[config.mk]
export PLATFORM = sky130hd
export DESIGN_NAME = wb_port_arbiter_flat
export DESIGN_NICKNAME = d
export VERILOG_FILES = /design/src/rtl/wb_arb_pkg.sv /design/src/rtl/wb_port_arbiter_if.sv /design/src/rtl/wb_arb_fifo.sv /design/src/rtl/wb_port_arbiter.sv /design/src/flat_wrapper.sv
export SDC_FILE = /design/constraint.sdc
export NUM_CORES = 1
export LEC_CHECK = 0
export BUFFER_PORTS_ARGS = -buffer_cell sky130_fd_sc_hd__buf_2
export CAP_MARGIN = 20
export CORE_MARGIN = 1.5
export CORE_UTILIZATION = 56
export CTS_CLUSTER_SIZE = 25
export DETAILED_ROUTE_END_ITERATION = 10
export GPL_TIMING_DRIVEN = 0
export PLACE_DENSITY = 0.8
export RECOVER_POWER = 25
export SETUP_SLACK_MARGIN = 0.1
export SLEW_MARGIN = 40
export SYNTH_ARGS = -nofsm -noshare
export SYNTH_HDL_FRONTEND = slang
export SYNTH_SLANG_ARGS = --single-unit
[constraint.sdc]
create_clock -name clk -period 5.5 [get_ports clk]
set_clock_uncertainty 0.2 [all_clocks]
set_input_delay 1.65 -clock clk [delete_from_list [all_inputs] [get_ports clk]]
set_output_delay 1.65 -clock clk [all_outputs]
set_load 0.05 [all_outputs]
[src/rtl/wb_arb_pkg.sv]
// Shared types and widths for the writeback port arbiter: the queued LLU
// result record and the arbiter FSM state encoding.
package wb_arb_pkg;

    localparam int XLEN   = 32;
    localparam int REG_AW = 5;

    typedef struct packed {
        logic [REG_AW-1:0] rd;
        logic [XLEN-1:0]   data;
    } wb_req_t;

    typedef enum logic [1:0] {
        EMPTY,
        QUEUED,
        FORCE
    } wb_arb_state_t;

endpackage

[src/rtl/wb_port_arbiter_if.sv]
// Bus bundle around the writeback port arbiter: pipeline W stage, LLU
// handshake, register-file write port, stall request and decode lookup.
interface wb_port_arbiter_if;
    import wb_arb_pkg::*;

    logic              RegWriteW;
    logic [REG_AW-1:0] RdW;
    logic [XLEN-1:0]   ResultW;

    logic              lu_valid;
    logic [REG_AW-1:0] lu_rd;
    logic [XLEN-1:0]   lu_data;
    logic              lu_ready;

    logic              rf_we;
    logic [REG_AW-1:0] rf_addr;
    logic [XLEN-1:0]   rf_wdata;

    logic              stall_req;

    logic [REG_AW-1:0] rs1D;
    logic [REG_AW-1:0] rs2D;
    logic [REG_AW-1:0] rdD;
    logic              pending_hit;

    modport slave (
        input  RegWriteW, RdW, ResultW,
        input  lu_valid, lu_rd, lu_data,
        output lu_ready,
        output rf_we, rf_addr, rf_wdata,
        output stall_req,
        input  rs1D, rs2D, rdD,
        output pending_hit
    );

    modport master (
        output RegWriteW, RdW, ResultW,
        output lu_valid, lu_rd, lu_data,
        input  lu_ready,
        input  rf_we, rf_addr, rf_wdata,
        input  stall_req,
        output rs1D, rs2D, rdD,
        input  pending_hit
    );

endinterface

[src/rtl/wb_arb_fifo.sv]
// DEPTH-entry synchronous FIFO of LLU results with occupancy and a per-entry
// destination-register match vector for three lookup addresses.
module wb_arb_fifo
    import wb_arb_pkg::*;
#(
    parameter int DEPTH = 4
) (
    input  logic                       clk,
    input  logic                       reset,
    input  logic                       push,
    input  wb_req_t                    din,
    input  logic                       pop,
    output wb_req_t                    head,
    output logic                       full,
    output logic                       empty,
    output logic [$clog2(DEPTH):0]     occ,
    input  logic [2:0][REG_AW-1:0]     qaddr,
    output logic [2:0][DEPTH-1:0]      qmatch
);

    localparam int AW = $clog2(DEPTH);
    localparam int OW = AW + 1;

    wb_req_t        mem [DEPTH];
    logic [AW:0]    wptr_q;
    logic [AW:0]    rptr_q;
    logic [AW-1:0]  off [DEPTH];
    logic [DEPTH-1:0] ent_vld;

    // Pointers carry one extra wrap bit so full and empty stay distinguishable.
    assign occ   = wptr_q - rptr_q;
    assign full  = (occ == OW'(DEPTH));
    assign empty = (occ == '0);
    assign head  = mem[rptr_q[AW-1:0]];

    always_ff @(posedge clk) begin
        if (reset) begin
            wptr_q <= '0;
            rptr_q <= '0;
        end else begin
            if (push) wptr_q <= wptr_q + 1'b1;
            if (pop)  rptr_q <= rptr_q + 1'b1;
        end
    end

    always_ff @(posedge clk) begin
        if (push) mem[wptr_q[AW-1:0]] <= din;
    end

    // An entry is live when its distance from the read pointer is below occupancy.
    always_comb begin
        ent_vld = '0;
        for (int i = 0; i < DEPTH; i++) begin
            off[i]     = AW'(i) - rptr_q[AW-1:0];
            ent_vld[i] = ({1'b0, off[i]} < occ);
        end
    end

    always_comb begin
        qmatch = '0;
        for (int k = 0; k < 3; k++) begin
            for (int i = 0; i < DEPTH; i++) begin
                qmatch[k][i] = ent_vld[i] && (qaddr[k] != '0) && (mem[i].rd == qaddr[k]);
            end
        end
    end

endmodule

[src/rtl/wb_port_arbiter.sv]
// Shares the register-file write port between the pipeline W stage and queued
// LLU results. Define WBARB_STATS_EN to add stall/occupancy statistics outputs.
module wb_port_arbiter
    import wb_arb_pkg::*;
#(
    parameter int DEPTH        = 4,
    parameter int STARVE_LIMIT = 8
) (
    input  logic                   clk,
    input  logic                   reset,
    wb_port_arbiter_if.slave       bus
`ifdef WBARB_STATS_EN
    ,
    output logic [31:0]            stat_stall_cycles,
    output logic [$clog2(DEPTH):0] stat_max_occ
`endif
);

    localparam int OW = $clog2(DEPTH) + 1;
    localparam int CW = $clog2(STARVE_LIMIT + 1);

    wb_arb_state_t          state_q;
    wb_arb_state_t          state_d;
    logic [CW-1:0]          cnt_q;
    logic [CW-1:0]          cnt_d;

    logic                   full;
    logic                   empty;
    logic [OW-1:0]          occ;
    logic [OW-1:0]          occ_next;
    wb_req_t                head;
    wb_req_t                din;

    logic                   pipe_wr;
    logic                   xfer;
    logic                   push;
    logic                   pop;
    logic                   lu_hit;
    logic [2:0][REG_AW-1:0] qaddr;
    logic [2:0][DEPTH-1:0]  qmatch;

    // Every externally visible output is forced quiet while reset is held.
    assign bus.lu_ready = !reset && !full;
    assign xfer         = bus.lu_valid && bus.lu_ready;
    assign push         = xfer && (bus.lu_rd != '0);
    assign pipe_wr      = !reset && bus.RegWriteW && (bus.RdW != '0);
    assign pop          = !reset && !pipe_wr && !empty;
    assign occ_next     = occ + OW'(push) - OW'(pop);
    assign din          = wb_req_t'{rd: bus.lu_rd, data: bus.lu_data};

    wb_arb_fifo #(
        .DEPTH (DEPTH)
    ) u_fifo (
        .clk    (clk),
        .reset  (reset),
        .push   (push),
        .din    (din),
        .pop    (pop),
        .head   (head),
        .full   (full),
        .empty  (empty),
        .occ    (occ),
        .qaddr  (qaddr),
        .qmatch (qmatch)
    );

    always_comb begin
        bus.rf_we    = 1'b0;
        bus.rf_addr  = '0;
        bus.rf_wdata = '0;
        if (pipe_wr) begin
            bus.rf_we    = 1'b1;
            bus.rf_addr  = bus.RdW;
            bus.rf_wdata = bus.ResultW;
        end else if (pop) begin
            bus.rf_we    = 1'b1;
            bus.rf_addr  = head.rd;
            bus.rf_wdata = head.data;
        end
    end

    always_ff @(posedge clk) begin
        if (reset) begin
            state_q <= EMPTY;
            cnt_q   <= '0;
        end else begin
            state_q <= state_d;
            cnt_q   <= cnt_d;
        end
    end

    always_comb begin
        state_d = state_q;
        cnt_d   = cnt_q;
        unique case (state_q)
            EMPTY: begin
                if (push) begin
                    state_d = QUEUED;
                    cnt_d   = '0;
                end
            end
            QUEUED: begin
                if (occ_next == '0) begin
                    state_d = EMPTY;
                    cnt_d   = '0;
                end else if (pop) begin
                    cnt_d = '0;
                end else begin
                    cnt_d = cnt_q + 1'b1;
                    if (cnt_d >= CW'(STARVE_LIMIT - 1)) state_d = FORCE;
                end
            end
            FORCE: begin
                // Any pop, including one in the first FORCE cycle, ends the stall.
                if (pop) begin
                    cnt_d   = '0;
                    state_d = (occ_next == '0) ? EMPTY : QUEUED;
                end
            end
            default: begin
                state_d = EMPTY;
                cnt_d   = '0;
            end
        endcase
    end

    assign bus.stall_req = !reset && (state_q == FORCE);

    assign qaddr = {bus.rdD, bus.rs2D, bus.rs1D};

    // The result still on the LLU bus is in flight and must be covered too.
    always_comb begin
        lu_hit = 1'b0;
        for (int k = 0; k < 3; k++) begin
            if (bus.lu_valid && (qaddr[k] != '0) && (qaddr[k] == bus.lu_rd)) lu_hit = 1'b1;
        end
    end

    assign bus.pending_hit = !reset && (lu_hit || (|qmatch));

`ifdef WBARB_STATS_EN
    always_ff @(posedge clk) begin
        if (reset) begin
            stat_stall_cycles <= '0;
            stat_max_occ      <= '0;
        end else begin
            if (bus.stall_req && (stat_stall_cycles != '1))
                stat_stall_cycles <= stat_stall_cycles + 1'b1;
            if (occ > stat_max_occ)
                stat_max_occ <= occ;
        end
    end
`endif

endmodule

[src/flat_wrapper.sv]
// flat-port wrapper written by rule: the top's interface ports become plain ports
module wb_port_arbiter_flat import wb_arb_pkg::*;
#(
    parameter int DEPTH        = 4,
    parameter int STARVE_LIMIT = 8
)
  (clk, reset, bus_RegWriteW, bus_RdW, bus_ResultW, bus_lu_valid, bus_lu_rd, bus_lu_data, bus_lu_ready, bus_rf_we, bus_rf_addr, bus_rf_wdata, bus_stall_req, bus_rs1D, bus_rs2D, bus_rdD, bus_pending_hit);
  wb_port_arbiter_if bus_i ();
  input  logic clk;
  input  logic reset;
  input wire logic [$bits(bus_i.RegWriteW)-1:0] bus_RegWriteW;
  input wire logic [$bits(bus_i.RdW)-1:0] bus_RdW;
  input wire logic [$bits(bus_i.ResultW)-1:0] bus_ResultW;
  input wire logic [$bits(bus_i.lu_valid)-1:0] bus_lu_valid;
  input wire logic [$bits(bus_i.lu_rd)-1:0] bus_lu_rd;
  input wire logic [$bits(bus_i.lu_data)-1:0] bus_lu_data;
  output wire logic [$bits(bus_i.lu_ready)-1:0] bus_lu_ready;
  output wire logic [$bits(bus_i.rf_we)-1:0] bus_rf_we;
  output wire logic [$bits(bus_i.rf_addr)-1:0] bus_rf_addr;
  output wire logic [$bits(bus_i.rf_wdata)-1:0] bus_rf_wdata;
  output wire logic [$bits(bus_i.stall_req)-1:0] bus_stall_req;
  input wire logic [$bits(bus_i.rs1D)-1:0] bus_rs1D;
  input wire logic [$bits(bus_i.rs2D)-1:0] bus_rs2D;
  input wire logic [$bits(bus_i.rdD)-1:0] bus_rdD;
  output wire logic [$bits(bus_i.pending_hit)-1:0] bus_pending_hit;
  assign bus_i.RegWriteW = bus_RegWriteW;
  assign bus_i.RdW = bus_RdW;
  assign bus_i.ResultW = bus_ResultW;
  assign bus_i.lu_valid = bus_lu_valid;
  assign bus_i.lu_rd = bus_lu_rd;
  assign bus_i.lu_data = bus_lu_data;
  assign bus_lu_ready = bus_i.lu_ready;
  assign bus_rf_we = bus_i.rf_we;
  assign bus_rf_addr = bus_i.rf_addr;
  assign bus_rf_wdata = bus_i.rf_wdata;
  assign bus_stall_req = bus_i.stall_req;
  assign bus_i.rs1D = bus_rs1D;
  assign bus_i.rs2D = bus_rs2D;
  assign bus_i.rdD = bus_rdD;
  assign bus_pending_hit = bus_i.pending_hit;
  wb_port_arbiter #(.DEPTH(DEPTH), .STARVE_LIMIT(STARVE_LIMIT)) u_core (.clk(clk), .reset(reset), .bus(bus_i));
endmodule
## Yosys cells after proc, flatten, opt, wreduce, memory -nomap -nowiden

Memory sizes are Yosys's and may differ from the RTL's. A register that Yosys moved wholly into a read port is not among the register bits.
Index checks and enable logic that the tools add are counted.

| storage, ports and cells | value |
|---|---|
| register bits after elaboration | 12 |
| word-level logic and storage cells | 122 |
| memories | 1 |
| bits in writable memories | 148 |

| operators by class | value |
|---|---|
| reduce and logical (&&, ||, !) cells | 55 |
| mux-type cells | 25 |
| equal/unequal tests | 22 |
| order comparisons | 5 |
| add/subtract/negate cells | 10 |

Memories:

| name | depth | width | read ports | clocked after memory_dff | write ports | RTL line | source |
|---|---|---|---|---|---|---|---|
| u_core.u_fifo.mem | 4 | 37 | 5 | 1 | 1 | wb_arb_fifo.sv:24 | `wb_req_t mem [DEPTH];` |

Operator list:

| cell | count |
|---|---|
| $eq 5x5->1 | 15 |
| $mux 32 | 2 |
| $logic_and 1x1->1 | 39 |
| $reduce_bool 5->1 | 5 |
| $mux 4 | 4 |
| $mux 2 | 7 |
| $lt 2x3->1 | 4 |
| $pmux 4 s3 | 1 |
| $reduce_or 12->1 | 1 |
| $mux 5 | 2 |
| $mux 1 | 8 |
| $add 3x1->3 const B | 2 |
| $logic_not 3->1 | 2 |
| $pmux 2 s3 | 1 |
| $add 4x1->4 const B | 1 |
| $ge 4x3->1 const B | 1 |
| $logic_not 1->1 | 4 |
| $ne 2x1->1 const B | 2 |
| $reduce_and 4->1 | 1 |
| $sub 1x2->2 const A | 2 |
| $sub 2x2->2 const A | 2 |
| $add 3x1->3 | 1 |
| $eq 3x3->1 const B | 1 |
| $ne 3x1->1 const B | 1 |
| other kinds (8) | 8 |

## Logic depth before layout (Yosys ltp)

Gate-level depths: netlist (run 1).

| logic depth | value |
|---|---|
| depth in word-level cells | 12 |
| mapped depth | 17 |
| mapped depth without buffers | 15 |

## Cells and area by module

From an unflattened synthesis (run 1), not the netlist that was laid out.

| unflattened totals | value |
|---|---|
| cell total of the unflattened synthesis | 512 |
| area total of the unflattened synthesis | 7945.1 um^2 |

Modules (own cells, without submodules):

| module | area each (um^2) | cells each | sequential area each (um^2) | instances |
|---|---|---|---|---|
| wb_arb_fifo | 6779.0 | 369 | 4604.4 | 1 |
| wb_port_arbiter | 1166.1 | 143 | 120.1 | 1 |

## Least setup slack after synthesis (run 1)

OpenSTA, ideal clock, no wires.

| path | value |
|---|---|
| kind | input -> output |
| start | input port bus_rs2D[0] |
| end | output port bus_pending_hit |
| setup slack | 0.278 ns |
| arrival time | 3.372 ns |
| stages | 7 |
| path through | clkbuf_1 xor2_1 nor3_1 nand4_1 nand4_1 o21ai_0 a41oi_1 |

| between the ends | value |
|---|---|
| cells in the longest elaborated chain, start to end | 7 |
| elaborated cells between the ends (all ways) | 21 |
| classes of those cells | eq/ne: 5; mux: 2; reduce/logical: 14 |

Ends and longest elaborated chain:

| item | RTL line | source |
|---|---|---|
| start, declared | flat_wrapper.sv:23 | `input wire logic [$bits(bus_i.rs2D)-1:0] bus_rs2D;` |
| $reduce_bool 5->1 | wb_arb_fifo.sv:63, wb_port_arbiter.sv:135 |  |
| $logic_and 1x1->1 (2 in a row) | wb_port_arbiter.sv:135 | `if (bus.lu_valid && (qaddr[k] != '0) && (qaddr[k] == bus.lu_rd)) lu_hit = 1'b1;` |
| $mux 1 (2 in a row) | wb_port_arbiter.sv:135 |  |
| $logic_or 1x1->1 (*) | wb_port_arbiter.sv:139 | `assign bus.pending_hit = !reset && (lu_hit \|\| (\|qmatch));` |
| $logic_and 1x1->1 (*) | wb_port_arbiter.sv:139 |  |
| end, declared | flat_wrapper.sv:25 | `output wire logic [$bits(bus_i.pending_hit)-1:0] bus_pending_hit;` |

Every way passes the cells marked *; elsewhere a longest branch is shown, timed or not.

## Worst setup path after layout (run 1)

| path | value |
|---|---|
| start | input port bus_RdW[4] |
| end | output port bus_rf_wdata[20] |

| between the ends | value |
|---|---|
| cells in the longest elaborated chain, start to end | 7 |

Ends and longest elaborated chain:

| item | RTL line | source |
|---|---|---|
| start, declared | flat_wrapper.sv:12 | `input wire logic [$bits(bus_i.RdW)-1:0] bus_RdW;` |
| $reduce_bool 5->1 (*) | wb_port_arbiter.sv:46 | `assign pipe_wr = !reset && bus.RegWriteW && (bus.RdW != '0);` |
| $logic_and 1x1->1 (*) | wb_port_arbiter.sv:46 |  |
| $logic_not 1->1 | wb_port_arbiter.sv:47 | `assign pop = !reset && !pipe_wr && !empty;` |
| $logic_and 1x1->1 (2 in a row) | wb_port_arbiter.sv:47 |  |
| $mux 32 | wb_port_arbiter.sv:75 | `end else if (pop) begin` |
| $mux 32 (*) | wb_port_arbiter.sv:71 | `if (pipe_wr) begin` |
| end, declared | flat_wrapper.sv:20 | `output wire logic [$bits(bus_i.rf_wdata)-1:0] bus_rf_wdata;` |

Marks and branches as above.

==> results of run 1 <==
==> cell usage in the layout, fill, tap and decap left out, types with 4 or more instances in the layout <==
cell type	synthesis	layout
a21oi_1	5	5
a22o_1	37	37
and2_4	0	4
buf_12	0	4
buf_2	5	99
clkbuf_1	24	46
clkbuf_16	0	17
clkbuf_2	0	4
clkinv_4	0	4
dfxtp_1	14	13
edfxtp_1	148	148
ha_1	14	14
inv_1	6	6
inv_6	0	4
mux4_2	37	37
nand2_1	6	6
nand4_1	15	15
nor2_1	10	10
nor2b_1	7	7
nor3_1	16	16
o21ai_0	10	6
o21ai_2	0	4
o31ai_1	4	4
or4_1	4	4
xnor2_1	32	32
xor2_1	47	47
==> power breakdown <==
| group | switching, mW | total (mW) | internal, mW |
|---|---|---|---|
| Sequential | 0.0590 | 1.52 | 1.46 |
| Combinational | 0.909 | 1.47 | 0.558 |
| Clock | 0.464 | 1.09 | 0.631 |
| Total | 1.43 | 4.08 | 2.65 |
==> metal layers <==
metal | vias up | global-route usage (%) | share of wire [%]
li1 | 2184 | - | -
met1 | 2414 | 32.4 | 40
met2 | 179 | 42.8 | 51
met3 | 33 | 6.84 | 6.7
met4 | 0 | 8.41 | 2.3
met5 | - | 0 | 0
==> cells in the mapped netlist (2+ instances only) <==
cell / number / share of area [%]
a21o_1: 3 / 0.29
a21oi_1: 5 / 0.33
a22o_1: 37 / 4.2
and2_1: 6 / 0.49
buf_1: 4 / 0.20
buf_2: 5 / 0.33
clkbuf_1: 24 / 1.2
dfxtp_1: 14 / 3.7
edfxtp_1: 148 / 58
fa_1: 2 / 0.52
ha_1: 14 / 2.3
inv_1: 6 / 0.29
mux2_2: 2 / 0.29
mux4_2: 37 / 11
nand2_1: 6 / 0.29
nand2b_1: 3 / 0.25
nand3_1: 2 / 0.13
nand4_1: 15 / 1.2
nor2_1: 10 / 0.49
nor2b_1: 7 / 0.57
nor3_1: 16 / 1.0
nor3_2: 2 / 0.26
nor4_1: 3 / 0.25
o211ai_1: 3 / 0.29
o21ai_0: 10 / 0.65
o31ai_1: 4 / 0.39
or2_2: 2 / 0.16
or4_1: 4 / 0.39
xnor2_1: 32 / 3.7
xor2_1: 47 / 5.4
==> cells by family after synthesis <==
logic type / share of synthesized area [%]
mux: 11.2
xor+xnor: 9.35
flops: 61.7
buf+inv: 2.09
fa+ha+maj: 2.81
compound gates: 7.05
simple gates: 5.79
==> registers in the layout (all words and copies together), names as in the netlist, named ones only <==
name                  cells
u_core.u_fifo.rptr_q      3
u_core.state_q            2
u_core.cnt_q              4
u_core.u_fifo.wptr_q      3
u_core.u_fifo.mem       148
==> path summary, 6_finish.rpt <==
check                                        from                            to  slack, ps  depth (start not counted)
min reg2reg          u_core.cnt_q[3]$_SDFFE_PP0P_  u_core.cnt_q[3]$_SDFFE_PP0P_        290                          1
min                  u_core.cnt_q[3]$_SDFFE_PP0P_  u_core.cnt_q[3]$_SDFFE_PP0P_        290                          1
max                                    bus_RdW[4]              bus_rf_wdata[20]        220                          8
max reg2reg  u_core.u_fifo.wptr_q[0]$_SDFFE_PP0P_  u_core.cnt_q[2]$_SDFFE_PP0P_       1070                         17
==> layout make-up <==
| type | count | area share (%) |
|---|---|---|
| flip-flops and latches | 162 | 51.8 |
| multi-input cells | 282 | 30.7 |
| inverters | 6 | 0.247 |
| clock buffers | 19 | 4.75 |
| well taps | 176 | 2.41 |
| clock inverters | 13 | 1.39 |
| diodes | 1 | 0.0274 |
| repair buffers | 122 | 7.08 |
| plain buffers | 34 | 1.63 |
==> per-stage QoR <==
| step | instance area (sq um) | util [%] | worst slack [ps] |
|---|---|---|---|
| after detailed placement | 8550 | 64.3 | -105 |
| after CTS | 9130 | 68.6 | 121 |
| after global routing | 9120 | 68.6 | 102 |
| after global placement | 8460 | 63.6 | -35.4 |
| final | 9120 | 68.6 | 217 |
| after floorplan | 7650 | - | 278 |
==> what timing repair did <==
action / CTS / global route
gates resized for setup: 11 / 5
hold buffers: 0 / 0
pin swaps: 0 / 1
endpoints found under the hold margin: 0 / 0
buffers inserted: 0 / 1
setup endpoints to repair: 31 / 22
==> qor_table.md, run 1 <==
| Result | This run |
| --- | --- |
| Status | complete, no violations |
| Slew at the pin closest to its max-slew limit | 681 ps |
| Register area share after synthesis | 61.7% |
| Leakage power summed over all cells | 3.25 nW |
| Count of flip-flops with a built-in enable after synthesis | 148 |
| Startpoint type of the worst setup path | input port |
| Antenna violations before repair | 1 |
| Number of H-tree levels | 4 |
| Tightest slew margin relative to the limit | 54.6% |
| Post-layout instance count excluding filler cells | 815 |
| Global-route wire length before repair | 26.8 mm |
| Critical Path Max Stage Delay | 300 ps |
| Standard cell core area | 13300 sq um |
| Worst hold margin | 287 ps |
| Clk Latency, worst-skew pair | 410 ps |
| Number of storage elements in the synthesis netlist | 162 |
| Gate count of the mapped netlist | 484 |
| Final number of hold-violating endpoints | 0 |
| Area occupied by multi-input gates | 2800 sq um |
| Max-cap violations | 0 |
| Ratio of final minimum period to clock period | 96.1% |
| Total count of max-transition violations in the final report | 0 |
| Total wirelength of the detailed-routed design | 17.5 mm |
| Top fanout value on the critical path | 10 |
| Clk sinks | 162 |
| Series of cell instances along the critical path | buf_2 -> nor3_1 -> nand2_1 -> a221oi_2 -> buf_2 -> buf_2 -> a22o_1 -> buf_2 |
| I/O Pins | 134 |
| Fillers | 899 |
| Net total in the final layout | 734 |
| Total power after layout | 4.08 mW |
| Clock tree from TritonCTS | built |
| Routability-driven placement congestion ratio | 0.936 |
| Critical Path Slowest Stage Cell | buf_2 |
| Post-synth ARST share | 0% |
| Post-Syn Nets | 593 |
| Clk slew on worst S/H paths | 60 ps |
| Footprint of the flip-flops and latches | 4730 sq um |
| Most used DFF post-synth | edfxtp_1 |
| Count of warnings emitted by yosys | 0 |
| Number of detailed-routing iterations run before antenna repair | 7 |
| Relative area change from synthesis to final layout | 19.2% |
| Number of global-route vias before repair | 4921 |
| Half-perimeter wire length of the detailed placement result | 11.9 mm |
| Setup TNS | 0 ps |
| Overflow left after global routing | 0 |
| Average vias per placed instance | 5.90 |
| Area of the die | 14400 sq um |
| Chip height | 120 um |
| Largest net degree at the start of global routing | 34 |
| Average instance area after synthesis | 15.8 sq um |
| Routed len/inst | 21.5 um |
| Combined area of all synthesized cells | 7650 sq um |
| Std cell rows | 42 |
| Netlist cell types | 41 |
| All-layer global routing usage | 25.5% |
| Final min period | 5280 ps |
| Maximum buffer depth of the clock tree | 2 |
| Dominant delay contributor by cell family on the critical path | buffers and inverters |
| Fraction of final layout cells sized beyond drive strength 1 | 30.7% |
| Number of routed nets with antenna violations | 0 |
| Final count of negative-setup-slack endpoints | 0 |
| Count of buffer and inverter cells on the critical path | 4 |
| Worst Hold Class | register to register |
| Required arrival time at the worst endpoint | 3650 ps |
| Crit. End Element | primary output |
| Power per standard cell area | 447 nW/um^2 |
| Worst ir drop on vdd | 341 uV |
| Critical path class | input port to primary output |
| Clock Tree Root | clkbuf_16 |
| Number of design-rule violations left by the first detailed-router iteration | 402 |
| Clock buffer count from CTS | 17 |
| WP data arrival | 3430 ps |
| Drc violations | 0 |
| Count of placed standard cells including taps | 781 |
| Fmax achieved | 189 MHz |
| RSZ-0062 raised after global routing | no |
| Critical Path Most Common Cell | buf_2 |
| Die boundary width | 120 um |
| Starting utilization of the core area | 57.6% |
| Number of buffer cells added on primary ports | 117 |
| Routed vias | 4810 |
(Power assumes the default switching activity.)
==> run 2: changes to the inputs <==
RECOVER_POWER = unset   (was 25)
==> run 2 against run 1 <==
- first-iteration DRC count up 3.0%
- largest cell class unchanged
- maximum frequency is 0.13% lower
- register-to-register slack about the same
- via count up 0.52%
- clock power about the same
- combinational power is essentially flat
- global-route usage unchanged
- total power increased by 0.15%
- non-clock buffer count unchanged
==> qor_table.md, run 2 (same netlist as run 1, synthesis figures left out) <==
| Result | This run | vs previous |
| --- | --- | --- |
| Chip height | 120 um | unchanged |
| Power per standard cell area | 447 nW/um^2 | -0.17% |
| Clock Tree Root | clkbuf_16 |  |
| Share of total power in the clock network | 26.8% | about the same |
| I/O Pins | 134 | unchanged |
| Min-Delay Endpoint | u_core.cnt_q[3]$_SDFFE_PP0P_ |  |
| Area after detailed placement | 8550 sq um | unchanged |
| Final count of negative-setup-slack endpoints | 0 | unchanged |
| Clock tree from TritonCTS | built |  |
| Area occupied by multi-input gates | 2800 sq um | unchanged |
| Hold-critical path depth | 1 | unchanged |
| Clk Latency, worst-skew pair | 410 ps | about the same |
| Total count of max-transition violations in the final report | 0 | unchanged |
| Relative area change from synthesis to final layout | 19.6% |  |
| Slew at the pin closest to its max-slew limit | 681 ps | +0.409 ps |
| Standard cell core area | 13300 sq um | unchanged |
| Fmax achieved | 189 MHz | -0.13% |
| Critical path class | input port to primary output |  |
| Most common cell after layout, fill and taps aside | edfxtp_1 |  |
| Drc violations | 0 | unchanged |
| Worst reg2reg path endpoint | u_core.cnt_q[2]$_SDFFE_PP0P_ |  |
| Max-cap violations | 0 | unchanged |
| Crit Reg-Reg Startpoint | u_core.u_fifo.wptr_q[0]$_SDFFE_PP0P_ |  |
| Top fanout value on the critical path | 10 | unchanged |
| Number of routed nets with antenna violations | 0 | unchanged |
| Required arrival time at the worst endpoint | 3650 ps | about the same |
| Number of global-route vias before repair | 4921 | unchanged |
| Startpoint type of the worst setup path | input port |  |
| Worst R2R Setup Slack | 1060 ps | about the same |
| Antenna violations before repair | 3 | +2 |
| Clk sinks | 162 | unchanged |
| Maximum buffer depth of the clock tree | 2 | unchanged |
| Final number of hold-violating endpoints | 0 | unchanged |
| Footprint of the flip-flops and latches | 4730 sq um | unchanged |
| Routed vias | 4835 | +0.52% |
| Overflow left after global routing | 0 | unchanged |
| Half-perimeter wire length of the detailed placement result | 11.9 mm | unchanged |
| Clock buffer count from CTS | 17 | unchanged |
| Fraction of final layout cells sized beyond drive strength 1 | 34.5% | +3.8 points |
| Die boundary width | 120 um | unchanged |
| Average vias per placed instance | 5.93 | +0.52% |
| Routed len/inst | 21.5 um | +0.11% |
| Hold buffer count at CTS | 0 | unchanged |
| Number of H-tree levels | 4 | unchanged |
| All-layer global routing usage | 25.5% | unchanged |
| Setup TNS | 0 ps | unchanged |
| Number of detailed-routing iterations run before antenna repair | 4 | -3 |
| Design internal power | 2.65 mW | about the same |
| Clk slew on worst S/H paths | 60 ps | about the same |
| Portion of total power attributed to sequential cells | 37.2% | about the same |
| Worst ir drop on vdd | 341 uV | about the same |
| Depth of the worst register-to-register path | 17 | unchanged |
| Tightest slew margin relative to the limit | 54.6% | about the same |
| Post-layout instance count excluding filler cells | 815 | unchanged |
| Worst hold start | u_core.cnt_q[3]$_SDFFE_PP0P_ |  |
| RSZ-0062 raised after global routing | no |  |
| Std cell rows | 42 | unchanged |
| Global-route wire length before repair | 26.8 mm | unchanged |
| Number of design-rule violations left by the first detailed-router iteration | 414 | +3.0% |
| Leakage power summed over all cells | 3.31 nW | +2.0% |
| Net load switching power | 1.44 mW | +0.28% |
| Number of flip-flops under the largest register name | 148 | unchanged |
| Count of placed standard cells including taps | 781 | unchanged |
| Net total in the final layout | 734 | unchanged |
| Final min period | 5290 ps | +6.80 ps |
| Number of buffer cells added on primary ports | 117 | unchanged |
| Ratio of final minimum period to clock period | 96.2% | +0.12 points |
| Routability-driven placement congestion ratio | 0.936 | unchanged |
| Total wirelength of the detailed-routed design | 17.6 mm | +0.11% |
| Largest net degree at the start of global routing | 34 | unchanged |
| Logic gate share of total power | 36.0% | about the same |
| Worst Hold Class | register to register |  |
| Starting utilization of the core area | 57.6% | unchanged |
| Status | complete, no violations |  |
| Area of the die | 14400 sq um | unchanged |
| Switching part of the total | 35.1% | +0.043 points |
| Post-route cell area | 9150 sq um | +0.33% |
| Leading cell types in the layout, fill and taps excluded | edfxtp_1 (148), buf_2 (123), xor2_1 (47) |  |
| Fillers | 876 | -2.6% |
| WP data arrival | 3440 ps | about the same |
| Crit. End Element | primary output |  |
## run 2: critical path, cell delays in order
cell,delay (ps)
buf_2,110
nor3_1,220
nand2_1,150
a221oi_2,270
buf_2,290
buf_2,300
a22o_1,180
buf_2,270
## run 2: layer usage
metal,vias to the layer above,share of wire [%],GRT usage (%)
li1,2180,-,-
met1,2415,41,32.4
met2,200,51,42.8
met3,36,6.4,6.84
met4,4,2.3,8.41
met5,-,0.14,0
## run 2: power groups by stage
stage	Sequential, mW	Clock [mW]	Combinational, mW
floorplan	1.52	0	1.04
CTS	1.52	1.11	1.45
global route	1.53	1.16	1.58
finish	1.52	1.10	1.47
detailed placement	1.54	0	1.41
global placement	1.54	0	1.36
## run 2: worst max-delay path by stage
stage,from,to,slack [ps],cells past startpoint
final,bus_RdW[4],bus_rf_wdata[20],210,8
after CTS,u_core.u_fifo.wptr_q[0]$_SDFFE_PP0P_,bus_pending_hit,120,11
after global routing,bus_RdW[4],bus_rf_wdata[12],100,8
after detailed placement,reset,bus_rf_wdata[20],-110,7
after floorplan,bus_rs2D[0],bus_pending_hit,280,7
after global placement,reset,bus_rf_wdata[26],-40,7
## run 2: layout make-up
class | instances | area share, %
Clock inverter | 13 | 1.38
Buffer | 34 | 1.63
Timing Repair Buffer | 122 | 7.38
Multi-Input combinational cell | 282 | 30.6
Tap cell | 176 | 2.41
Antenna cell | 1 | 0.0273
Sequential cell | 162 | 51.6
Clock buffer | 19 | 4.73
Inverter | 6 | 0.246
## run 2: per-stage QoR
| stage | setup WS (ps) | power [mW] | hold slack [ps] | utilization, % |
|---|---|---|---|---|
| 6_report | 210 | 4.09 | 286 | 68.8 |
| 5_1_grt | 102 | 4.26 | 315 | 68.8 |
| 4_1_cts | 121 | 4.08 | 286 | 68.6 |
| 3_5_place_dp | -105 | 2.95 | 270 | 64.3 |
| 3_3_place_gp | -35.4 | 2.89 | 250 | 63.6 |
| 2_1_floorplan | 278 | 2.56 | 241 | - |
## run 2: timing repair
action                     CTS  global route
gates resized for setup     11             5
setup endpoints to repair   31            22
hold endpoints to repair     0             0
setup buffers                0             1
pin swaps                    0             1
==> run 3: changes to the inputs <==
CORE_ASPECT_RATIO = 0.5   (was unset)
SETUP_SLACK_MARGIN = 0.02   (was 0.1)
==> run 3 against run 2 <==
- non-clock buffer count fell by 2
- utilization rose by 1.9 points
- global-route usage rose by 0.91 points
- critical endpoint is now bus_pending_hit
- routed wire length rose by 2.4%
- critical path depth fell by 1
- final area rose by 0.46%
==> qor_table.md, run 3 (same netlist as run 1, synthesis figures left out) <==
| Result | This run | vs previous |
| --- | --- | --- |
| Power per standard cell area | 457 nW/um^2 | +2.3% |
| Largest net degree at the start of global routing | 35 | +2.9% |
| Post-route cell area | 9190 sq um | +0.46% |
| Number of H-tree levels | 4 | unchanged |
| Clk Latency, worst-skew pair | 420 ps | about the same |
| Routability-driven placement congestion ratio | 0.948 | +1.3% |
| Number of buffer cells added on primary ports | 117 | unchanged |
| Maximum buffer depth of the clock tree | 2 | unchanged |
| Total power after layout | 4.20 mW | +2.8% |
| Clock buffer count from CTS | 17 | unchanged |
| Worst hold margin | 278 ps | -8.50 ps |
| Placement Setup Slack | -155 ps | -50.0 ps |
| Slew at the pin closest to its max-slew limit | 789 ps | +108 ps |
| Clock tree from TritonCTS | built |  |
| Required arrival time at the worst endpoint | 3650 ps | about the same |
| Critical Path Slowest Stage Cell | or4_4 |  |
| RSZ-0062 raised after global routing | yes |  |
| Series of cell instances along the critical path | clkbuf_1 -> or4_4 -> o211ai_1 -> nor4_1 -> o31ai_1 -> a41oi_1 -> clkbuf_4 |  |
| Std cell rows | 29 | -31% |
| Hold-critical path depth | 1 | unchanged |
| All-layer global routing usage | 26.4% | +0.91 points |
| Fraction of final layout cells sized beyond drive strength 1 | 34.8% | +0.32 points |
| Worst reg2reg path endpoint | u_core.cnt_q[2]$_SDFFE_PP0P_ |  |
| Standard cell core area | 13000 sq um | -2.3% |
| WP data arrival | 3570 ps | +130 ps |
| Depth of the worst register-to-register path | 17 | unchanged |
| Die boundary width | 168 um | +40% |
| Startpoint type of the worst setup path | input port |  |
| Final min period | 5420 ps | +127 ps |
| Timing startpoint of the critical path | bus_rs1D[1] |  |
| Drc violations | 0 | unchanged |
| Status | complete, no violations |  |
| Fmax achieved | 185 MHz | -2.4% |
| Clk sinks | 162 | unchanged |
| Final count of negative-setup-slack endpoints | 0 | unchanged |
| I/O Pins | 134 | unchanged |
| Global-route wire length before repair | 27.5 mm | +2.7% |
| Antenna violations before repair | 0 | -3 |
| Routed len/inst | 22.3 um | +3.7% |
| Most common cell after layout, fill and taps aside | edfxtp_1 |  |
| Worst Hold Class | register to register |  |
| Number of routed nets with antenna violations | 0 | unchanged |
| Critical Path Max Stage Delay | 590 ps | +290 ps |
| Leakage power summed over all cells | 3.33 nW | +0.59% |
| Max-cap violations | 0 | unchanged |
| Crit. End Element | primary output |  |
| Half-perimeter wire length of the detailed placement result | 11.7 mm | -1.4% |
| Area after detailed placement | 8540 sq um | -0.10% |
| Relative area change from synthesis to final layout | 20.1% |  |
| Worst R2R Setup Slack | 970 ps | -90 ps |
| Routed vias | 4819 | -0.33% |
| Chip height | 85.7 um | -29% |
| Total count of max-transition violations in the final report | 0 | unchanged |
| Final setup margin | 82.5 ps | -127 ps |
| Number of global-route vias before repair | 4807 | -2.3% |
| Leading cell types in the layout, fill and taps excluded | edfxtp_1 (148), buf_2 (119), xor2_1 (47) |  |
| Number of flip-flops under the largest register name | 148 | unchanged |
| Critical path class | input port to primary output |  |
| Area of the die | 14400 sq um | +0.30% |
| Crit Reg-Reg Startpoint | u_core.u_fifo.wptr_q[0]$_SDFFE_PP0P_ |  |
| Clock Tree Root | clkbuf_16 |  |
| Final number of hold-violating endpoints | 0 | unchanged |
| Total wirelength of the detailed-routed design | 18.0 mm | +2.4% |
| Worst ir drop on vdd | 297 uV | -13% |
| Hold buffer count at CTS | 0 | unchanged |
| Ratio of final minimum period to clock period | 98.5% | +2.3 points |
| Worst hold start | u_core.cnt_q[3]$_SDFFE_PP0P_ |  |
| Top fanout value on the critical path | 6 | -4 |
| Average vias per placed instance | 5.99 | +0.91% |
| Starting utilization of the core area | 58.9% | +1.4 points |
| Number of design-rule violations left by the first detailed-router iteration | 289 | -30% |
| Post-CTS setup buffer count | 0 | unchanged |
| Number of detailed-routing iterations run before antenna repair | 5 | +1 |
| Net total in the final layout | 732 | -0.27% |
| Antenna diodes | 0 | -1 |
| Min-Delay Endpoint | u_core.cnt_q[3]$_SDFFE_PP0P_ |  |
| Clk slew on worst S/H paths | 70 ps | about the same |
| Overflow left after global routing | 0 | unchanged |
| Tightest slew margin relative to the limit | 47.4% | -7.2 points |
run 3: changes by cell type in the layout (fill, tap and decap cells not counted), sizes merged:
cell,previous run,this run
buf,131,125
bufinv,1,3
clkbuf,44,46
clkinv,6,1
clkinvlp,1,2
diode,1,0
inv,11,14
run 3: area by class of cell:
cell class	count	area, sq um
plain buffers	33	153
clock buffers	17	425
clock inverters	14	191
fillers	875	3800
inverters	6	22.5
multi-input cells	282	2800
flip-flops and latches	162	4720
well taps	170	213
repair buffers	121	668
run 3: worst max path at each step:
| stage | endpoint | slack (ps) | depth (start not counted) |
|---|---|---|---|
| after floorplan | bus_pending_hit | 280 | 7 |
| after global placement | bus_rf_wdata[13] | -130 | 7 |
| after detailed placement | bus_rf_wdata[12] | -160 | 7 |
| after CTS | bus_rf_wdata[21] | 30 | 7 |
| after global routing | bus_pending_hit | 7 | 11 |
| final | bus_pending_hit | 80 | 7 |
run 3: repair_timing:
action	in CTS	in global routing
pin swaps	0	3
endpoints found under the hold margin	0	0
endpoints found under the setup margin	31	37
resized for setup	8	11
run 3: where the power goes:
group          internal [mW]  switching, mW  total [mW]
combinational          0.550          0.900        1.45
clock                  0.729          0.508        1.24
sequential              1.46         0.0566        1.52
run 3: per-layer routing:
metal	global-route usage [%]	part of all wire (%)	vias to the layer above
li1	-	-	2175
met1	35.9	41	2423
met2	44.1	50	200
met3	5.21	7.1	21
met4	7.79	1.3	0
met5	0	0	-
run 3: stage by stage:
step	setup TNS, ps	instances	utilization, %
floorplan	0	484	-
global placement	-2370	771	65.1
detailed placement	-3360	775	65.8
CTS	0	806	70.6
global route	0	805	70.8
finish	0	805	70.8
run 3: worst max-delay path: cells and delay by family:
kind                   cells  cell delay [ps]
AO/OA/AOI/OAI              3              800
buffers and inverters      2              450
AND/OR/NAND/NOR            2              670
